File: src/rtl/quad_encoder_gen_pkg.sv
// Shared encodings for the quadrature encoder generator.
package quad_encoder_gen_pkg;

    localparam logic [1:0] DIR_CW   = 2'b10;
    localparam logic [1:0] DIR_CCW  = 2'b01;
    localparam logic [1:0] DIR_NONE = 2'b00;

    typedef enum logic {
        ST_IDLE = 1'b0,
        ST_RUN  = 1'b1
    } state_t;

    function automatic logic dir_moves(input logic [1:0] dir);
        return (dir == DIR_CW) || (dir == DIR_CCW);
    endfunction

endpackage

File: src/rtl/quad_encoder_gen_phase_step.sv
// Combinational next-phase function for the quadrature {A,B} pair.
module quad_phase_step
    import quad_encoder_gen_pkg::*;
(
    input  logic [1:0] phase,
    input  logic [1:0] dir,
    output logic [1:0] phase_next
);

    always_comb begin
        phase_next = phase;
        if (dir == DIR_CW) begin
            unique case (phase)
                2'b00: phase_next = 2'b01;
                2'b01: phase_next = 2'b11;
                2'b11: phase_next = 2'b10;
                2'b10: phase_next = 2'b00;
            endcase
        end else if (dir == DIR_CCW) begin
            unique case (phase)
                2'b00: phase_next = 2'b10;
                2'b10: phase_next = 2'b11;
                2'b11: phase_next = 2'b01;
                2'b01: phase_next = 2'b00;
            endcase
        end
    end

endmodule

File: src/rtl/quad_encoder_gen.sv
// Quadrature encoder pattern generator: emits N edges at a fixed period in a
// commanded direction and tracks a signed position.
module quad_encoder_gen
    import quad_encoder_gen_pkg::*;
#(
    parameter int STEP_W = 16,
    parameter int DIV_W  = 16
) (
    input  logic              clk,
    input  logic              rst_n,
    input  logic              cmd_valid,
    output logic              cmd_ready,
    input  logic [1:0]        cmd_dir,
    input  logic [STEP_W-1:0] cmd_steps,
    input  logic [DIV_W-1:0]  cmd_period,
    input  logic              abort,
    output logic              A,
    output logic              B,
    output logic              busy,
    output logic              done,
    output logic [STEP_W-1:0] position
);

    state_t              state_q, state_d;
    logic [1:0]          ab_q, ab_next;
    logic [1:0]          dir_q;
    logic [STEP_W-1:0]   pos_q;
    logic [STEP_W-1:0]   rem_q;
    logic [DIV_W-1:0]    presc_q;
    logic [DIV_W-1:0]    reload_q;
    logic [DIV_W-1:0]    cmd_reload;
    logic                done_q, done_d;
    logic                armed_q;
    logic                accept;
    logic                step_fire;

    quad_phase_step u_phase_step (
        .phase      (ab_q),
        .dir        (dir_q),
        .phase_next (ab_next)
    );

    // Prescaler counts down from period-1; a zero period is treated as one.
    assign cmd_reload = (cmd_period == '0) ? '0 : cmd_period - DIV_W'(1);

    always_comb begin
        state_d   = state_q;
        done_d    = 1'b0;
        accept    = 1'b0;
        step_fire = 1'b0;
        unique case (state_q)
            ST_IDLE: begin
                if (cmd_valid && armed_q) begin
                    accept = 1'b1;
                    if ((cmd_steps != '0) && dir_moves(cmd_dir))
                        state_d = ST_RUN;
                    else
                        done_d = 1'b1;
                end
            end
            ST_RUN: begin
                if (abort) begin
                    state_d = ST_IDLE;
                end else if (presc_q == '0) begin
                    step_fire = 1'b1;
                    if (rem_q == STEP_W'(1)) begin
                        state_d = ST_IDLE;
                        done_d  = 1'b1;
                    end
                end
            end
        endcase
    end

    always_ff @(posedge clk or negedge rst_n) begin
        if (!rst_n) begin
            state_q  <= ST_IDLE;
            ab_q     <= '0;
            dir_q    <= DIR_NONE;
            pos_q    <= '0;
            rem_q    <= '0;
            presc_q  <= '0;
            reload_q <= '0;
            done_q   <= 1'b0;
            armed_q  <= 1'b0;
        end else begin
            state_q <= state_d;
            done_q  <= done_d;
            armed_q <= 1'b1;
            if (accept) begin
                dir_q    <= cmd_dir;
                rem_q    <= cmd_steps;
                presc_q  <= cmd_reload;
                reload_q <= cmd_reload;
            end else if (state_q == ST_RUN && !abort) begin
                if (step_fire) begin
                    ab_q    <= ab_next;
                    pos_q   <= (dir_q == DIR_CW) ? pos_q + STEP_W'(1) : pos_q - STEP_W'(1);
                    rem_q   <= rem_q - STEP_W'(1);
                    presc_q <= reload_q;
                end else begin
                    presc_q <= presc_q - DIV_W'(1);
                end
            end
        end
    end

    assign cmd_ready = (state_q == ST_IDLE);
    assign busy      = (state_q == ST_RUN);
    assign done      = done_q;
    assign A         = ab_q[1];
    assign B         = ab_q[0];
    assign position  = pos_q;

endmodule

File: config.mk
export PLATFORM = sky130hd
export DESIGN_NAME = quad_encoder_gen
export DESIGN_NICKNAME = d
export VERILOG_FILES = /design/src/rtl/quad_encoder_gen_pkg.sv /design/src/rtl/quad_encoder_gen_phase_step.sv /design/src/rtl/quad_encoder_gen.sv
export SDC_FILE = /design/constraint.sdc
export NUM_CORES = 1
export LEC_CHECK = 0
export BUFFER_PORTS_ARGS = -buffer_cell sky130_fd_sc_hd__buf_2
export CAP_MARGIN = 15
export CORE_MARGIN = 3
export CORE_UTILIZATION = 56
export DETAILED_ROUTE_END_ITERATION = 6
export PLACE_DENSITY = 0.76
export REMOVE_ABC_BUFFERS = 1
export SYNTH_ARGS = -nofsm -noshare
export SYNTH_HDL_FRONTEND = slang
export SYNTH_SLANG_ARGS = --single-unit
export TNS_END_PERCENT = 10
File: constraint.sdc
create_clock -name clk -period 3.85 [get_ports clk]
set_input_delay 0.1925 -clock clk [delete_from_list [all_inputs] [get_ports clk]]
set_output_delay 0.1925 -clock clk [all_outputs]
set_load 0.02 [all_outputs]
Yosys cells after proc, flatten, opt, wreduce, memory -nomap -nowiden. Index checks and enable logic that the tools add are counted. W data, S select, Z words.

Register bits: 71. Bits in latches: 0. RAM bits: 0. ROM bits: 0. Output and inout port bits: 21. Logic and storage cells: 68. Memories kept: 0.

Add/subtract/negate cells: 5. $mul: 0. Div/mod/pow operators: 0. $lt $le $gt $ge: 0. Equality and inequality tests: 8. Shifts and indexed selects: 0. Multiplexer cells: 29. Bitwise operators: 2. Reduce and logical (&&, ||, !) cells: 15.

Operators by type and width (number): $mux W16 (8); $sub A16 B1 Y16 const B (4); $logic_not A16 Y1 (2); $add A16 B1 Y16 const B (1); $eq A16 B1 Y1 const B (1); $pmux W2 S4 (2); $reduce_bool A16 Y1 (1); $mux W1 (15); $eq A2 B2 Y1 const B (4); $eq A2 B1 Y1 const B (3); $reduce_bool A2 Y1 (3); $mux W2 (2); $pmux W1 S2 (2); $reduce_and A4 Y1 (1); $logic_and A1 B1 Y1 (3); $reduce_and A3 Y1 (1); $logic_not A2 Y1 (1); $not A1 Y1 (2); $reduce_and A2 Y1 (1); $logic_not A1 Y1 (1); $logic_or A1 B1 Y1 (1).

Longest topological paths before layout.
Word-level depth: 7. Mapped depth: 12. Gate-level depth less buffers: 11.

Modules after synthesis. From an unflattened synthesis, not the netlist that was laid out.

Cells, all modules: 496. Area, all modules: 4426.7 sq um.

By module, submodules not included: quad_encoder_gen (times used 1, cells each 486, area each 4362.9 sq um, sequential area each 1776.7 sq um); quad_phase_step (times used 1, cells each 10, area each 63.8 sq um, sequential area each 0.0 sq um).

Worst setup path before layout. No wires, ideal clock.

Path type: reg2reg. Start point: register dir_q[0]. End point: register pos_q[11] (netlist: position[11]). Arrival time: 2727 ps. Setup slack: 989 ps. Cell stages (with the launch flop): 12. Path buffers: 1. Clock period less this slack: 2861 ps. Cells stage by stage: dfrtp_1 inv_1 ha_1 clkbuf_1 inv_1 ha_1 a211o_1 a2111oi_0 nor2_1 a311oi_1 xor2_1 o21ai_0.

Word-level cells in the longest chain between the ends: 2.

RTL lines: start: declaration (RTL line quad_encoder_gen.sv:26) `logic [1:0] dir_q;`; start signal: assignment (RTL line quad_encoder_gen.sv:91) `dir_q <= cmd_dir;`; $eq A2 B2 Y1 (RTL line quad_encoder_gen.sv:98) `pos_q <= (dir_q == DIR_CW) ? pos_q + STEP_W'(1) : pos_q - STEP_W'(1);`; $mux W16 (RTL line quad_encoder_gen.sv:98); end signal: assignment (RTL line quad_encoder_gen.sv:98); end: declaration (RTL line quad_encoder_gen.sv:27) `logic [STEP_W-1:0] pos_q;`.

No other way between the ends. A chain may end at the register's enable or synchronous reset.

Worst setup path after layout.
Start point: register dir_q[0]. End point: register pos_q[13] (netlist: position[13]).

The elaborated chain is that of the path after synthesis.

==> metrics.md <==
| Metric | Value |
|---|---|
| Final Max Slew Viols | `0` |
| Synthesis-stage register bit count | `71` |
| Fmax | `0.311 GHz` |
| Netlist cell types | `59` |
| Worst EP arrival | `3.41 ns` |
| Drt initial violations | `218` |
| Clk pwr share | `26.8%` |
| Post-synth EDFFs | `0` |
| Flop pwr share | `44.2%` |
| Sw frac | `33.9%` |
| RSZ-0062 raised after global routing | `no` |
| Critical Path Slowest Stage Cell | `ha_1` |
| CORE AREA | `7770 µm²` |
| Largest net degree at the start of global routing | `46` |
| Detailed Routing Iterations Pass 1 | `5` |
| Leak Pwr | `2.33 nW` |
| I/O Pins | `59` |
| Fin nets | `627` |
| Root Buffer | `clkbuf_8` |
| Main synth FF type | `dfrtp_1` |
| CTS Buf Count | `9` |
| Synth top cells by count | `dfrtp_1, nand2_1, nor2_1, o21ai_0, a21oi_1` |
| Failing checks | `hold timing` |
| Drt wl/cell | `16.0 µm` |
| Initial Util | `58.0%` |
| Setup Skew | `0.00709 ns` |
| Crit path launch | `dir_q[0]` |
| Layout cells sized above 1 | `15.7%` |
| WP data required | `4.05 ns` |
| Final Routed Wirelength | `10800 µm` |
| Largest area contributor in the netlist | `dfrtp_1` |
| Final setup fails | `0` |
| Worst VDD drop | `0.000212 V` |
| Hold slack | `-0.00262 ns` |
| Design area | `5060 µm²` |
| Crit path max fanout | `18` |
| ANT cells | `0` |
| Row count | `32` |
| Yosys top cell area share | `39.4%` |
| Synth async-reset ratio | `100%` |
| Clk slew on worst S/H paths | `0.07 ns` |
| Top post-synthesis cells by area | `dfrtp_1, ha_1, nand2_1` |
| M3 GR Usage | `4.81%` |
| Count leader, synth | `dfrtp_1` |
| First-pass GRT wire length | `17600 µm` |
| Outcome | `finished, violations left` |
| Slew of the pin with the lowest slew margin | `1.01 ns` |
| Fin crit share | `83.4%` |
| Post-route minimum period | `3.21 ns` |
| HP Class | `primary input to async pin` |
| Critical Path Max Stage Delay | `0.42 ns` |
| Gpl congestion | `0.888` |
| Total global-route track usage | `24.6%` |
| Endpoints failing hold | `1` |
| Non-filler cells, final | `674` |
| CTS tree | `yes` |
| Clk_lat worst skew | `0.35 ns` |
| Crit Reg-Reg Startpoint | `dir_q[0]` |
| P per Cell Area | `443 nW/µm²` |
| Initial antenna violation count | `0` |
| Max Cap Viol | `0` |
| Number of routed nets with antenna violations | `0` |
| Met1 usage | `34.3%` |
| Met2 usage | `39.0%` |
| Post-CTS Setup Bufs | `0` |
| Grt peak-use layer | `met2` |
| Mapped Cells | `514` |
| CTS sink count | `71` |
| Clock Path Buffers | `2` |
| Vias in the first global route | `3726` |
| Vias per cell | `6.03` |
| Cell internal pwr | `1.48 mW` |
| Hold buffer count at cts | `0` |
| Crit-path cells | `inv_1 > ha_1 > inv_1 > ha_1 > a211o_1 > a2111oi_0 > nor2_1 > nand4_1 > a31o_2 > xor2_1 > o21ai_0` |
| Crit end category | `register` |
| Port bufs | `58` |
| Setup ws final | `0.639 ns` |
| Cell Count Post-Placement | `659` |
| Kind of critical path | `register to register` |
| Setup TNS | `0 ns` |
| DRC violations left | `0` |
| Via Count | `4062` |
| CP Launch Type | `register` |
| Die width | `95.7 µm` |
| Net Switching | `0.759 mW` |
| Synthesized area | `4500 µm²` |
| Layout area overhead | `12.3%` |
| Die area | `9160 µm²` |
| Die extent in y | `95.7 µm` |
| Max H-tree Level | `3` |
| Post-place setup slack | `0.725 ns` |
| Post-placement cell area | `4860 µm²` |
| Gate power share | `28.9%` |
| Hpwl dp | `7780 µm` |
| Post-synthesis sequential area ratio | `39.4%` |
| Gr ovfl total | `0` |
| Ys Warns | `0` |
| Post_cts resized | `0` |
| Avg Cell Area, Syn | `8.76 µm²` |
| Worst slew margin | `32.9%` |
-- logic make-up (layout without fill, tap and decap cells) --
logic type,after synthesis,after routing,share of synthesized area [%]
compound gates,143,143,20.5
xor+xnor,37,37,7.19
fa+ha+maj,21,21,6.00
buf+inv,39,97,3.86
flops,71,71,39.4
mux,3,3,0.722
other cells,1,1,0.0833
simple gates,199,199,22.2
-- worst paths after layout --
path                                end  slack (ns)  cells past startpoint
hold reg to reg            reload_q[10]        0.48                      1
setup / recovery           position[13]        0.64                     11
hold / removal                  ab_q[1]      -0.003                      1
min in group clk              rem_q[14]        0.07                      3
max in group asynchronous   reload_q[3]        2.93                      2
setup reg to reg           position[13]        0.64                     11
-- through the flow --
step / power [mW] / util [%]
floorplan: 1.46 / -
global placement: 1.61 / 62.6
detailed placement: 1.64 / 62.6
CTS: 2.24 / 65.1
global route: 2.38 / 65.1
finish: 2.24 / 65.1
-- state kept, by name (all words and copies together), names as in the netlist --
register	cells
done	1
dir_q	2
ab_q	2
rem_q	16
reload_q	16
presc_q	16
busy	1
position	16
armed_q	1
-- metal layers --
metal | up-vias | share of wire (%) | wire length [µm]
met3 | 16 | 6.6 | 706
met1 | 1934 | 45 | 4870
met2 | 146 | 47 | 5020
met5 | - | 0 | 0
li1 | 1966 | - | -
met4 | 0 | 1.5 | 157
-- cell usage in the layout, fill, tap and decap left out, types with 9 or more instances in the layout --
master	Yosys	routed
dfrtp_1	71	71
clkbuf_8	0	11
nand4_1	9	9
inv_1	18	18
nor3_1	22	22
a21o_1	15	15
a21oi_1	35	35
nand2_1	60	60
nand2b_1	10	10
o21ai_0	43	43
xnor2_1	21	21
nor2_1	51	51
buf_2	4	58
nor4_1	12	12
xor2_1	16	16
ha_1	20	20
-- layout make-up --
cell class                 count  area, µm²
tap                          102        128
timing repair buffer          64        335
multi-input combinational    404       2550
fill                         700       2710
sequential                    71       1780
clock inverter                 4       45.0
clock buffer                  11        151
inverter                      18       67.6
-- critical path: cells and delay by family, from the launching register on --
kind | cells | cell delay (ns)
buffers and inverters | 2 | 0.43
xor gates and xnor gates | 1 | 0.14
AOI/OAI and AO/OA | 4 | 1.05
DFF | 1 | 0.36
adders and majority gates | 2 | 0.75
and+or+nand+nor | 2 | 0.32
-- power by group through the flow --
| stage | Combinational [mW] | Clock [mW] | Sequential [mW] |
|---|---|---|---|
| global route | 0.732 | 0.643 | 1.01 |
| finish | 0.648 | 0.600 | 0.991 |
| detailed placement | 0.638 | 0 | 1.00 |
| global placement | 0.618 | 0 | 0.994 |
| CTS | 0.646 | 0.611 | 0.987 |
| floorplan | 0.484 | 0 | 0.973 |
(Power assumes the default switching activity.)
